==> src/rtl/hazard_scoreboard_pkg.sv <==
// Shared core constants: register file geometry, decoder opcode/funct codes
// and the result latency of each functional unit class.
package hazard_scoreboard_pkg;

    localparam int REG_ADDR_W = 5;

    localparam int LAT_ALU  = 1;
    localparam int LAT_LOAD = 2;
    localparam int LAT_MUL  = 4;

    localparam logic [5:0] OP_RTYPE = 6'h00;
    localparam logic [5:0] OP_J     = 6'h02;
    localparam logic [5:0] OP_BEQ   = 6'h04;
    localparam logic [5:0] OP_BNE   = 6'h05;
    localparam logic [5:0] OP_ADDI  = 6'h08;
    localparam logic [5:0] OP_ANDI  = 6'h0C;
    localparam logic [5:0] OP_ORI   = 6'h0D;
    localparam logic [5:0] OP_LW    = 6'h23;
    localparam logic [5:0] OP_SW    = 6'h2B;

    localparam logic [5:0] FN_MULT  = 6'h18;
    localparam logic [5:0] FN_MULTU = 6'h19;
    localparam logic [5:0] FN_ADD   = 6'h20;
    localparam logic [5:0] FN_SUB   = 6'h22;
    localparam logic [5:0] FN_AND   = 6'h24;
    localparam logic [5:0] FN_OR    = 6'h25;
    localparam logic [5:0] FN_SLT   = 6'h2A;

    // Latency class the decoder presents on id_lat for a given instruction.
    function automatic int unsigned latencyFor(input logic [5:0] op, input logic [5:0] fn);
        if (op == OP_LW)
            return LAT_LOAD;
        if (op == OP_RTYPE && (fn == FN_MULT || fn == FN_MULTU))
            return LAT_MUL;
        return LAT_ALU;
    endfunction

endpackage

==> src/rtl/hazard_scoreboard_sb_entry.sv <==
// One scoreboard slot: counts down the cycles until a pending register write
// becomes forwardable. A fresh load overrides the running decrement.
module hazard_scoreboard_sb_entry
    import hazard_scoreboard_pkg::*;
#(
    parameter int LAT_W = 3
) (
    input  logic             clk,
    input  logic             rst_n,
    input  logic             load,
    input  logic [LAT_W-1:0] loadVal,
    output logic [LAT_W-1:0] cnt,
    output logic             busy
);

    always_ff @(posedge clk) begin
        if (!rst_n)
            cnt <= '0;
        else if (load)
            cnt <= loadVal;
        else if (cnt != '0)
            cnt <= cnt - LAT_W'(1);
    end

    assign busy = (cnt != '0);

endmodule

==> src/rtl/hazard_scoreboard.sv <==
// ID-stage hazard controller: per-register write scoreboard plus write-back
// slot reservations, producing PC / IF/ID / ID/EX stall and flush controls.
module hazard_scoreboard
    import hazard_scoreboard_pkg::*;
#(
    parameter int REG_ADDR_W = hazard_scoreboard_pkg::REG_ADDR_W,
    parameter int MAX_LAT    = LAT_MUL,
    parameter int LAT_W      = $clog2(MAX_LAT + 1)
) (
    input  logic                     clk,
    input  logic                     rst_n,
    input  logic                     id_valid,
    input  logic [REG_ADDR_W-1:0]    id_rs,
    input  logic [REG_ADDR_W-1:0]    id_rt,
    input  logic                     id_uses_rs,
    input  logic                     id_uses_rt,
    input  logic                     id_reg_write,
    input  logic [REG_ADDR_W-1:0]    id_rd,
    input  logic [LAT_W-1:0]         id_lat,
    input  logic                     branch_taken,
    output logic                     pc_write,
    output logic                     ifid_write,
    output logic                     ifid_bubble,
    output logic                     idex_bubble,
    output logic [2**REG_ADDR_W-1:0] busy,
    output logic [15:0]              stall_cnt
);

    localparam int NUM_REGS = 2 ** REG_ADDR_W;

    function automatic logic [LAT_W-1:0] clampLat(input logic [LAT_W-1:0] lat);
        if (lat == '0)
            return LAT_W'(1);
        if (int'(lat) > MAX_LAT)
            return LAT_W'(MAX_LAT);
        return lat;
    endfunction

    logic [LAT_W-1:0] cnt [NUM_REGS];
    logic [MAX_LAT:1] svSlot;
    logic [LAT_W-1:0] effLat;
    logic             rawHaz;
    logic             wawHaz;
    logic             wbHaz;
    logic             stall;
    logic             issueWrite;

    assign cnt[0]  = '0;
    assign busy[0] = 1'b0;

    for (genvar r = 1; r < NUM_REGS; r++) begin : gEntry
        hazard_scoreboard_sb_entry #(
            .LAT_W (LAT_W)
        ) uEntry (
            .clk     (clk),
            .rst_n   (rst_n),
            .load    (issueWrite && (id_rd == REG_ADDR_W'(r))),
            .loadVal (effLat),
            .cnt     (cnt[r]),
            .busy    (busy[r])
        );
    end

    assign effLat = clampLat(id_lat);

    // A source is safe once its producer is at most one cycle from forwarding.
    assign rawHaz = (id_uses_rs && (cnt[id_rs] >= LAT_W'(2)))
                 || (id_uses_rt && (cnt[id_rt] >= LAT_W'(2)));

    assign wawHaz = id_reg_write && (id_rd != '0) && (cnt[id_rd] > effLat);

    // svSlot[k] marks a write-back already booked k cycles ahead; after the
    // next shift our own slot would land on what is now index effLat+1.
    always_comb begin
        wbHaz = 1'b0;
        for (int k = 1; k < MAX_LAT; k++) begin
            if (effLat == LAT_W'(k) && svSlot[k+1])
                wbHaz = id_reg_write;
        end
    end

    assign stall      = id_valid && (rawHaz || wawHaz || wbHaz);
    assign issueWrite = id_valid && !stall && id_reg_write && (id_rd != '0);

    assign pc_write    = rst_n && !stall;
    assign ifid_write  = rst_n && !stall;
    assign idex_bubble = !rst_n || stall || !id_valid;
    assign ifid_bubble = rst_n && branch_taken && !stall;

    always_ff @(posedge clk) begin
        if (!rst_n) begin
            svSlot <= '0;
        end else begin
            for (int k = 1; k < MAX_LAT; k++)
                svSlot[k] <= svSlot[k+1] || (issueWrite && effLat == LAT_W'(k));
            svSlot[MAX_LAT] <= issueWrite && (effLat == LAT_W'(MAX_LAT));
        end
    end

    always_ff @(posedge clk) begin
        if (!rst_n)
            stall_cnt <= '0;
        else if (stall && stall_cnt != 16'hFFFF)
            stall_cnt <= stall_cnt + 16'd1;
    end

endmodule

==> config.mk <==
export PLATFORM = sky130hd
export DESIGN_NAME = hazard_scoreboard
export DESIGN_NICKNAME = d
export VERILOG_FILES = /design/src/rtl/hazard_scoreboard_pkg.sv /design/src/rtl/hazard_scoreboard_sb_entry.sv /design/src/rtl/hazard_scoreboard.sv
export SDC_FILE = /design/constraint.sdc
export NUM_CORES = 1
export LEC_CHECK = 0
export BUFFER_PORTS_ARGS = -buffer_cell sky130_fd_sc_hd__buf_4
export CELL_PAD_IN_SITES_DETAIL_PLACEMENT = 0
export CELL_PAD_IN_SITES_GLOBAL_PLACEMENT = 1
export CORE_AREA = 2 2 148 150
export CTS_BUF_LIST = sky130_fd_sc_hd__clkbuf_4 sky130_fd_sc_hd__clkbuf_8 sky130_fd_sc_hd__clkbuf_16
export DETAILED_ROUTE_END_ITERATION = 10
export DIE_AREA = 0 0 150 152
export GPL_ROUTABILITY_DRIVEN = 1
export GPL_TIMING_DRIVEN = 0
export PLACE_DENSITY = 0.89
export SYNTH_ARGS = -nofsm -noshare
export SYNTH_HDL_FRONTEND = slang
export SYNTH_HIERARCHICAL = 1
export SYNTH_SLANG_ARGS = --single-unit
==> constraint.sdc <==
create_clock -name clk -period 6.1 [get_ports clk]
set_input_delay 0.915 -clock clk [delete_from_list [all_inputs] [get_ports clk]]
set_output_delay 0.915 -clock clk [all_outputs]
set_load 0.03 [all_outputs]
==> metrics.txt, run 1 <==
status=finished, final reports clean; post-synth top area share=0.248; pin count of the biggest net entering global routing=64; Final Instance Count excl. Fillers=1359; Sink Count=112; max incr delay on CP=490 ps; Crit-path slowest cell=nor3_2; final net count=1165; ys flop type=dfxtp_1; Root Driver=clkbuf_16; leading area contributor after synthesis=dfxtp_1; Final ANT Viol Nets=0; max layer used=met4; die height=152 µm; io pins=77; Fin Clk Skew=19.8 ps; CP startpoint kind=input port; sw frac=0.444; critical setup path kind=in2reg; RePlAce Congestion=0.938; Max IR drop VDD=0.246 mV; later-pin clock latency in the skew report=370 ps; DR DRC count=0; combinational power share=0.575; initial antenna violation count=0; P_leak=4.01 nW; Final setup viols=0; core area=0.0214 mm²; vias in the first global route=7666; Int Power=2.63 mW; final WL=24600 µm; CTS buffer count=9; sequential-to-total area share from yosys stat=0.248; IO buf count=72; Net Count, Synth=1080; Clock power frac=0.129; Avg WL per Cell=18.1 µm; synth warn=6; clk buf depth=2; Synth Instances=989; Min-Delay Path Class=reg2reg; crit end category=flop; Worst slew margin=0.392; post-DR vias/cell=5.87; max_cap viols=0; H-tree level count=3; chip width=150 µm; CP Data Required Time=6350 ps; asr flop ratio synth=0; std cell rows=54; number of flops mapped to enable cells by yosys=0; setup TNS=0 ps; power density cells=458 mW/mm²; crit-path cells=buf_2 > buf_2 > clkbuf_1 > nor2_1 > a31oi_1 > a21oi_1 > a211oi_1 > a211oi_1 > a21o_1 > ha_1 > a21o_1 > a21oi_1 > o22ai_1 > a211oi_4 > nand4_1 > clkbuf_1 > buf_2 > nor3_2 > nor2b_1 > a2111oi_1; most used cell, CP=buf_2; hold_ws=462 ps; R2R setup slack=1400 ps; share of cells above drive strength 1=0.209; Mapped Area=0.00903 mm²; DR WL met3=1520 µm; Tmin final=5690 ps; Yosys cell types=62; final hold viol count=0; die area=0.0228 mm²; syn_area_per_cell=9.13 µm²; max-slew violations=0; Remaining Overflow, GRT=0; fin worst setup slack=412 ps; CTS tree=built; Fmax=0.176 GHz; Total GRT Usage=0.217; Clk pin slew, worst setup/hold paths=80 ps; first-pass GRT wire length=39600 µm; initial drt markers=584; Post-DP HPWL=18100 µm; CP max FO=10; Psw=2.10 mW; via count=7973; pre-CTS WS=-507 ps; power share of the sequential group=0.296; final period utilization=0.932; synth-to-layout area growth=14.3%; first-pass detailed-route iteration total=5; #FFs+latches synth=112; Ant. Diodes=0; dpl cells=1343; wl on met1=11100 µm; DR WL met2=11300 µm; Initial Util=0.423; Least-Margin Pin Slew=911 ps; critical path data arrival time=5930 ps; Synth area leaders=dfxtp_1 25%, ha_1 9.1%, mux4_2 8.5%; hold buffers post-CTS=0; post-layout util=0.484
power groups by stage:
stage | logic [mW] | registers, mW | clock network, mW
after floorplan | 2.05 | 1.27 | 0
after global placement | 2.63 | 1.39 | 0
after detailed placement | 2.69 | 1.40 | 0
after CTS | 2.71 | 1.38 | 0.631
after global routing | 3.00 | 1.45 | 0.660
final | 2.72 | 1.40 | 0.612
registers in the layout, indices dropped and copies added (netlist names):
name / cells
gEntry.uEntry/cnt: 93
stall_cnt: 16
svSlot: 3
routing by layer:
layer / vias to the layer above / GRT usage
met3: 43 / 0.0351
met5: - / 0
li1: 3809 / -
met1: 3876 / 0.296
met4: 0 / 0.0786
met2: 245 / 0.345
path summary, 6_finish.rpt:
path                            start                       end  depth (start not counted)
max                          id_rd[0]  gEntry[20].uEntry/cnt[1]                         20
min                         svSlot[3]                 svSlot[2]                          2
max reg2reg  gEntry[28].uEntry/cnt[1]  gEntry[20].uEntry/cnt[1]                         14
min reg2reg                 svSlot[3]                 svSlot[2]                          2
cell usage after synthesis (5+ instances only):
master,instances
or3_1,6
inv_1,103
a2111oi_1,62
or2b_1,31
nor3b_1,35
nand2b_1,42
mux2i_1,10
nor2b_2,62
o21ai_0,12
mux4_2,34
o311a_1,31
nor2_2,7
ha_1,66
dfxtp_1,112
buf_2,8
clkbuf_1,13
nor3_1,24
nand4_1,6
nand2_1,30
nand3_1,7
nor2b_1,94
nor4b_1,63
nor2_1,44
a21oi_1,14
buf_1,5
cell families (layout without fill, tap and decap cells):
kind of cell               count (synthesis)  after routing  synth area share
other                                      1              1          0.000415
DFF                                      112            112             0.248
buffers and inverters                    132            222            0.0568
muxes                                     48             48             0.101
xor gates and xnor gates                   2              2           0.00194
and+or+nand+nor                          476            476             0.352
adders and majority gates                 66             66            0.0914
AOI/OAI and AO/OA                        152            152             0.149
what timing repair did:
item / 4_1_cts / 5_1_grt
resized for setup: 3 / 12
setup buffers: 0 / 0
endpoints found under the setup margin: 19 / 52
endpoints found under the hold margin: 0 / 0
cloned: 0 / 0
cell type report:
class                      instances  area, µm²
multi-input combinational        745       6330
tap                              280        350
clock buffer                       9        225
inverter                         104        390
sequential                       112       2240
buffer                            28        126
clock inverter                     7       76.3
fill                            2067      11000
timing repair buffer              74        581
worst max-delay path, delay by kind of cell:
| family | cells | cell delay [ps] |
|---|---|---|
| simple gates | 4 | 940 |
| fa+ha+maj | 1 | 290 |
| buf+inv | 5 | 1680 |
| compound gates | 10 | 2090 |
cell usage in the layout (no fill, tap or decap), types with 10 or more instances in the layout:
master,instances
dfxtp_1,112
inv_1,102
nor2b_1,94
buf_4,74
ha_1,66
nor4b_1,63
nor2b_2,62
a2111oi_1,62
nor2_1,44
nand2b_1,42
nor3b_1,35
mux4_2,34
or2b_1,31
o311a_1,31
nand2_1,30
nor3_1,15
a21oi_1,13
clkbuf_1,12
o21ai_0,12
mux2i_1,10
metrics by stage:
stage	cell area (µm²)	total power, mW
floorplan	9030	3.32
global placement	9920	4.02
detailed placement	9980	4.09
CTS	10300	4.73
global route	10300	5.11
finish	10300	4.73
No activity file was read; power rests on OpenSTA's default activity.
==> inputs of run 2 (changes only) <==
--- a/config.mk
+++ b/config.mk
@@ -5,7 +5,7 @@
 export SDC_FILE = /design/constraint.sdc
 export NUM_CORES = 1
 export LEC_CHECK = 0
-export BUFFER_PORTS_ARGS = -buffer_cell sky130_fd_sc_hd__buf_4
+export BUFFER_PORTS_ARGS = -buffer_cell sky130_fd_sc_hd__buf_2
 export CELL_PAD_IN_SITES_DETAIL_PLACEMENT = 0
 export CELL_PAD_IN_SITES_GLOBAL_PLACEMENT = 1
 export CORE_AREA = 2 2 148 150
@@ -15,6 +15,8 @@
 export GPL_ROUTABILITY_DRIVEN = 1
 export GPL_TIMING_DRIVEN = 0
 export PLACE_DENSITY = 0.89
+export RECOVER_POWER = 50
+export REMOVE_ABC_BUFFERS = 1
 export SYNTH_ARGS = -nofsm -noshare
 export SYNTH_HDL_FRONTEND = slang
 export SYNTH_HIERARCHICAL = 1
==> metrics.txt, run 2 (same netlist as run 1, synthesis figures left out) <==
DR DRC count=0 (unchanged); Clk pin slew, worst setup/hold paths=70 ps (about the same); hold_ws=457 ps (-5.28 ps); Initial Util=0.423 (unchanged); CP startpoint kind=input port; via count=7779 (-2.4%); Crit-path slowest cell=nor3_1; critical path data arrival time=5820 ps (-110 ps); Hold Crit Start=svSlot[3]; Worst Hold End=svSlot[2]; final net count=1146 (-1.6%); Remaining Overflow, GRT=0 (unchanged); first-pass GRT wire length=38100 µm (-3.6%); final WL=23700 µm (-3.8%); cell count of the worst reg-to-reg path=12 (-2); Total GRT Usage=0.209 (-0.00834); Final ANT Viol Nets=0 (unchanged); Root Driver=clkbuf_16; io pins=77 (unchanged); Avg WL per Cell=17.6 µm (-2.6%); largest register by flop count=gEntry.uEntry/cnt; post-layout util=0.470 (-0.0136); Tmin final=5580 ps (-108 ps); Min-Delay Path Class=reg2reg; max_cap viols=0 (unchanged); synth-to-layout area growth=11.1%; CP Data Required Time=6340 ps (about the same); max-slew violations=0 (unchanged); Final Instance Count excl. Fillers=1343 (-1.2%); Fin Clk Skew=10.3 ps (-9.59 ps); dpl cells=1320 (-1.7%); status=finished, final reports clean; Reg-to-Reg Start=gEntry[28].uEntry/cnt[1]; clk buf depth=2 (unchanged); max incr delay on CP=820 ps (+330 ps); largest registers=gEntry.uEntry/cnt: 93 flops, stall_cnt: 16 flops, svSlot: 3 flops; vias in the first global route=7409 (-3.4%); RePlAce Congestion=0.832 (-11%); Worst slew margin=0.247 (-0.145); IO buf count=75 (+4.2%); die area=0.0228 mm² (unchanged); first-pass detailed-route iteration total=5 (unchanged); pin count of the biggest net entering global routing=44 (-31%); Post-DP HPWL=16800 µm (-7.3%); pre-CTS WS=-948 ps (-440 ps); fin worst setup slack=520 ps (+108 ps); Reg-to-Reg End=gEntry[18].uEntry/cnt[1]; CTS tree=built; initial drt markers=517 (-11%); buffer and inverter count on the worst path=1 (-4); total power draw=4.61 mW (-2.4%); Final setup viols=0 (unchanged); Sink Count=112 (unchanged); core area=0.0214 mm² (unchanged); crit-path cells=buf_4 > mux4_2 > mux4_2 > a21o_1 > ha_1 > a21o_1 > a21oi_1 > o22ai_1 > a211oi_4 > nand4_1 > nor3_1 > nor4b_1 > a2111oi_1; Max IR drop VDD=0.184 mV (-25%); commonest non-fill, non-tap cells in the layout=112 x dfxtp_1, 102 x inv_1, 94 x nor2b_1, 66 x ha_1, 63 x nor4b_1; max reg flops=93 (unchanged); Fmax=0.179 GHz (+1.9%); power density cells=460 mW/mm² (+0.39%); critical setup path kind=in2reg; std cell rows=54 (unchanged); CP max FO=32 (+22); final hold viol count=0 (unchanged); die height=152 µm (unchanged); R2R setup slack=1290 ps (-110 ps); initial antenna violation count=4 (+4); Least-Margin Pin Slew=1130 ps (+218 ps); RSZ-0062 raised after global routing=no; CTS buffer count=9 (unchanged); share of cells above drive strength 1=0.146 (-0.0622); hold buffers post-CTS=0 (unchanged); H-tree level count=3 (unchanged); P_leak=3.80 nW (-5.2%); post-DR vias/cell=5.79 (-1.3%); Worst Hold Depth=2 (unchanged); commonest non-fill, non-tap cell in the layout=dfxtp_1; later-pin clock latency in the skew report=360 ps (about the same); final period utilization=0.915 (-0.0177); chip width=150 µm (unchanged); delay-heaviest family, CP=simple AND/OR/NAND/NOR gates; crit end category=flop
-- run 2: cell count changes in the layout (fill, tap and decap cells not counted), sizes merged --
cell and delta:
buf -57, clkbuf +40, diode +4, clkinv -3
inv -3, bufinv +2, nand4 +1
-- run 2: power breakdown --
part / internal (mW) / switching [mW] / leakage (nW)
Sequential: 1.01 / 0.365 / 0.926
Clock: 0.385 / 0.280 / 0.162
Combinational: 1.19 / 1.38 / 2.71
Total: 2.58 / 2.03 / 3.80
-- run 2: worst max-delay path by stage --
stage / from / cells after the start / slack [ps] / endpoint
after floorplan: id_lat[0] / 11 / -330 / ifid_bubble
after global placement: id_lat[2] / 13 / -3060 / gEntry[8].uEntry/cnt[1]
after detailed placement: id_rd[0] / 14 / -950 / gEntry[8].uEntry/cnt[0]
after CTS: id_rd[1] / 14 / 100 / gEntry[8].uEntry/cnt[0]
after global routing: id_rd[0] / 13 / 180 / gEntry[29].uEntry/cnt[1]
final: id_rd[0] / 13 / 520 / gEntry[18].uEntry/cnt[1]
-- run 2: final cells by class --
class,instances,area (µm²)
flip-flops and latches,112,2240
fillers,2107,11300
well taps,280,350
inverters,104,390
multi-input cells,746,6280
diodes,4,10.0
clock buffers,12,260
clock inverters,3,65.1
repair buffers,82,437
-- run 2: worst register-to-register path: stages, from the launching register on --
cell and delay, ps:
dfxtp_1 360, mux4_2 510, mux4_2 500, a21o_1 190
ha_1 280, a21o_1 160, a21oi_1 140, o22ai_1 140
a211oi_4 470, nand4_1 620, nor3_1 830, nor4b_1 130
a2111oi_1 370
-- run 2: routing by layer --
| layer | routed length, µm | global-route usage |
|---|---|---|
| met2 | 11400 | 0.348 |
| met3 | 1290 | 0.0366 |
| met4 | 405 | 0.0660 |
| met1 | 10600 | 0.273 |
| met5 | 0 | 0 |
-- run 2: timing repair --
action	in CTS	in global routing
gates resized for setup	1	1
endpoints found under the hold margin	0	0
gates cloned	1	0
setup endpoints to repair	81	6
pin swaps	1	1
setup buffers	0	3
-- run 2: through the flow --
stage | TNS, ps | area [µm²]
6_report | 0 | 10000
5_1_grt | 0 | 10000
4_1_cts | 0 | 10100
3_5_place_dp | -51210 | 9750
3_3_place_gp | -289900 | 9640
2_1_floorplan | -2120 | 8910
==> inputs of run 3 (changes only) <==
--- a/config.mk
+++ b/config.mk
@@ -8,15 +8,16 @@
 export BUFFER_PORTS_ARGS = -buffer_cell sky130_fd_sc_hd__buf_2
 export CELL_PAD_IN_SITES_DETAIL_PLACEMENT = 0
 export CELL_PAD_IN_SITES_GLOBAL_PLACEMENT = 1
-export CORE_AREA = 2 2 148 150
+export CORE_AREA = 2 2 154 156
 export CTS_BUF_LIST = sky130_fd_sc_hd__clkbuf_4 sky130_fd_sc_hd__clkbuf_8 sky130_fd_sc_hd__clkbuf_16
 export DETAILED_ROUTE_END_ITERATION = 10
-export DIE_AREA = 0 0 150 152
+export DIE_AREA = 0 0 156 158
 export GPL_ROUTABILITY_DRIVEN = 1
 export GPL_TIMING_DRIVEN = 0
-export PLACE_DENSITY = 0.89
+export PLACE_DENSITY = 0.83
 export RECOVER_POWER = 50
 export REMOVE_ABC_BUFFERS = 1
+export SETUP_SLACK_MARGIN = 0.4
 export SYNTH_ARGS = -nofsm -noshare
 export SYNTH_HDL_FRONTEND = slang
 export SYNTH_HIERARCHICAL = 1
==> metrics.txt, run 3 (same netlist as run 1, synthesis figures left out) <==
Hold Crit Start=svSlot[3]; buffer and inverter count on the worst path=2 (+1); largest register by flop count=gEntry.uEntry/cnt; Root Driver=clkbuf_16; Fin Clk Skew=12.5 ps (+2.25 ps); commonest non-fill, non-tap cell in the layout=dfxtp_1; R2R setup slack=1520 ps (+230 ps); critical path data arrival time=4460 ps (-1360 ps); final period utilization=0.881 (-0.0338); dpl cells=1330 (+0.76%); RePlAce Congestion=0.859 (+3.2%); Initial Util=0.392 (-0.0312); final WL=24200 µm (+2.2%); Worst Hold End=svSlot[2]; die area=0.0246 mm² (+8.1%); pin count of the biggest net entering global routing=53 (+20%); commonest non-fill, non-tap cells in the layout=112 x dfxtp_1, 102 x inv_1, 94 x nor2b_1, 66 x ha_1, 63 x nor4b_1; first-pass detailed-route iteration total=5 (unchanged); max_cap viols=0 (unchanged); Sink Count=112 (unchanged); CP max FO=32 (unchanged); Post-DP HPWL=17500 µm (+3.9%); Reg-to-Reg Start=gEntry[28].uEntry/cnt[2]; die height=158 µm (+3.9%); Clk pin slew, worst setup/hold paths=70 ps (about the same); CTS tree=built; Final ANT Viol Nets=0 (unchanged); max reg flops=93 (unchanged); io pins=77 (unchanged); initial antenna violation count=2 (-2); CP startpoint kind=input port; initial drt markers=509 (-1.5%); Total GRT Usage=0.199 (-0.00988); delay-heaviest family, CP=compound AO/OA/AOI/OAI gates; Fmax=0.186 GHz (+3.8%); Crit-path slowest cell=mux4_2; Final setup viols=0 (unchanged); P_leak=3.79 nW (-0.38%); CTS buffer count=9 (unchanged); final hold viol count=0 (unchanged); share of cells above drive strength 1=0.154 (+0.00741); filler cell count=2289 (+8.6%); cell count of the worst reg-to-reg path=12 (unchanged); crit end category=output pin; chip width=156 µm (+4.0%); post-layout util=0.435 (-0.0348); vias in the first global route=7373 (-0.49%); Worst Hold Depth=2 (unchanged); clk buf depth=2 (unchanged); synth-to-layout area growth=11.1% (about the same); crit-path cells=buf_4 > mux4_2 > mux4_2 > a21o_1 > ha_1 > a21o_1 > a21oi_1 > o22ai_1 > a211oi_4 > a21oi_1 > nor2_1 > and2_1 > buf_2; Remaining Overflow, GRT=0 (unchanged); H-tree level count=3 (unchanged); max incr delay on CP=610 ps (-210 ps); Min-Delay Path Class=reg2reg; DR DRC count=0 (unchanged); power density cells=456 mW/mm² (-0.90%); std cell rows=56 (+3.7%); hold buffers post-CTS=0 (unchanged); first-pass GRT wire length=38400 µm (+0.71%); RSZ-0062 raised after global routing=no; max-slew violations=0 (unchanged); total power draw=4.57 mW (-0.93%); core area=0.0231 mm² (+8.0%); final net count=1146 (unchanged); Least-Margin Pin Slew=1060 ps (-70.3 ps); Tmin final=5370 ps (-206 ps); status=finished, final reports clean; critical setup path kind=in2out; Worst slew margin=0.294 (+0.0469); CP startpoint=id_rd[0]; CP Data Required Time=5180 ps (-1160 ps); later-pin clock latency in the skew report=370 ps (about the same); largest registers=gEntry.uEntry/cnt: 93 flops, stall_cnt: 16 flops, svSlot: 3 flops; Max IR drop VDD=0.166 mV (-10%); Final Instance Count excl. Fillers=1352 (+0.67%); Avg WL per Cell=17.9 µm (+1.5%); via count=7763 (-0.21%); Reg-to-Reg End=gEntry[8].uEntry/cnt[1]; post-DR vias/cell=5.74 (-0.87%); IO buf count=75 (unchanged)
==> run 3: metrics by stage <==
stage / hold slack [ps] / setup TNS, ps / setup slack (ps) / area (µm²)
2_1_floorplan: 417 / -2120 / -332 / 8910
3_3_place_gp: 439 / -312560 / -3280 / 9650
3_5_place_dp: 449 / -51770 / -877 / 9770
4_1_cts: 466 / 0 / 549 / 10100
5_1_grt: 501 / 0 / 407 / 10000
6_report: 462 / 0 / 726 / 10000
==> run 3: power by group <==
group,total [mW],internal (mW),leakage [nW],switching (mW)
logic,2.57,1.18,2.72,1.39
clock network,0.621,0.326,0.146,0.295
registers,1.38,1.01,0.926,0.369
total,4.57,2.52,3.79,2.05
==> run 3: repair_timing <==
| action | in CTS | in global routing |
|---|---|---|
| pin swaps | 1 | 1 |
| endpoints found under the setup margin | 93 | 30 |
| setup buffers | 1 | 2 |
| resized for setup | 1 | 9 |
| gates cloned | 1 | 0 |
==> run 3: worst max path at each step <==
stage | endpoint | slack (ps) | cells past startpoint
floorplan | ifid_bubble | -330 | 11
global placement | gEntry[8].uEntry/cnt[0] | -3280 | 13
detailed placement | gEntry[8].uEntry/cnt[1] | -880 | 14
CTS | gEntry[18].uEntry/cnt[1] | 550 | 13
global route | gEntry[31].uEntry/cnt[0] | 410 | 14
finish | ifid_bubble | 730 | 13
==> run 3: final cells by class <==
| class | instances | area, µm² | share of cell area |
|---|---|---|---|
| multi-input cells | 746 | 6290 | 0.627 |
| inverters | 104 | 390 | 0.0389 |
| clock inverters | 6 | 68.8 | 0.00686 |
| clock buffers | 10 | 233 | 0.0232 |
| diodes | 2 | 5.00 | 0.000499 |
| repair buffers | 82 | 442 | 0.0440 |
| well taps | 290 | 363 | 0.0362 |
| flip-flops and latches | 112 | 2240 | 0.223 |
==> run 3: tightest hold or removal path, delay by kind of cell, from the launching register on <==
| family | cells | cell delay (ps) |
|---|---|---|
| DFF | 1 | 330 |
| AOI/OAI and AO/OA | 1 | 50 |
| and+or+nand+nor | 1 | 50 |
==> run 3: metal layers <==
| layer | part of all wire | global-route usage | up-vias |
|---|---|---|---|
| met2 | 0.47 | 0.323 | 176 |
| met5 | 0 | 0 | - |
| met1 | 0.45 | 0.258 | 3755 |
| met3 | 0.050 | 0.0301 | 45 |
| li1 | - | - | 3787 |
| met4 | 0.036 | 0.0974 | 0 |
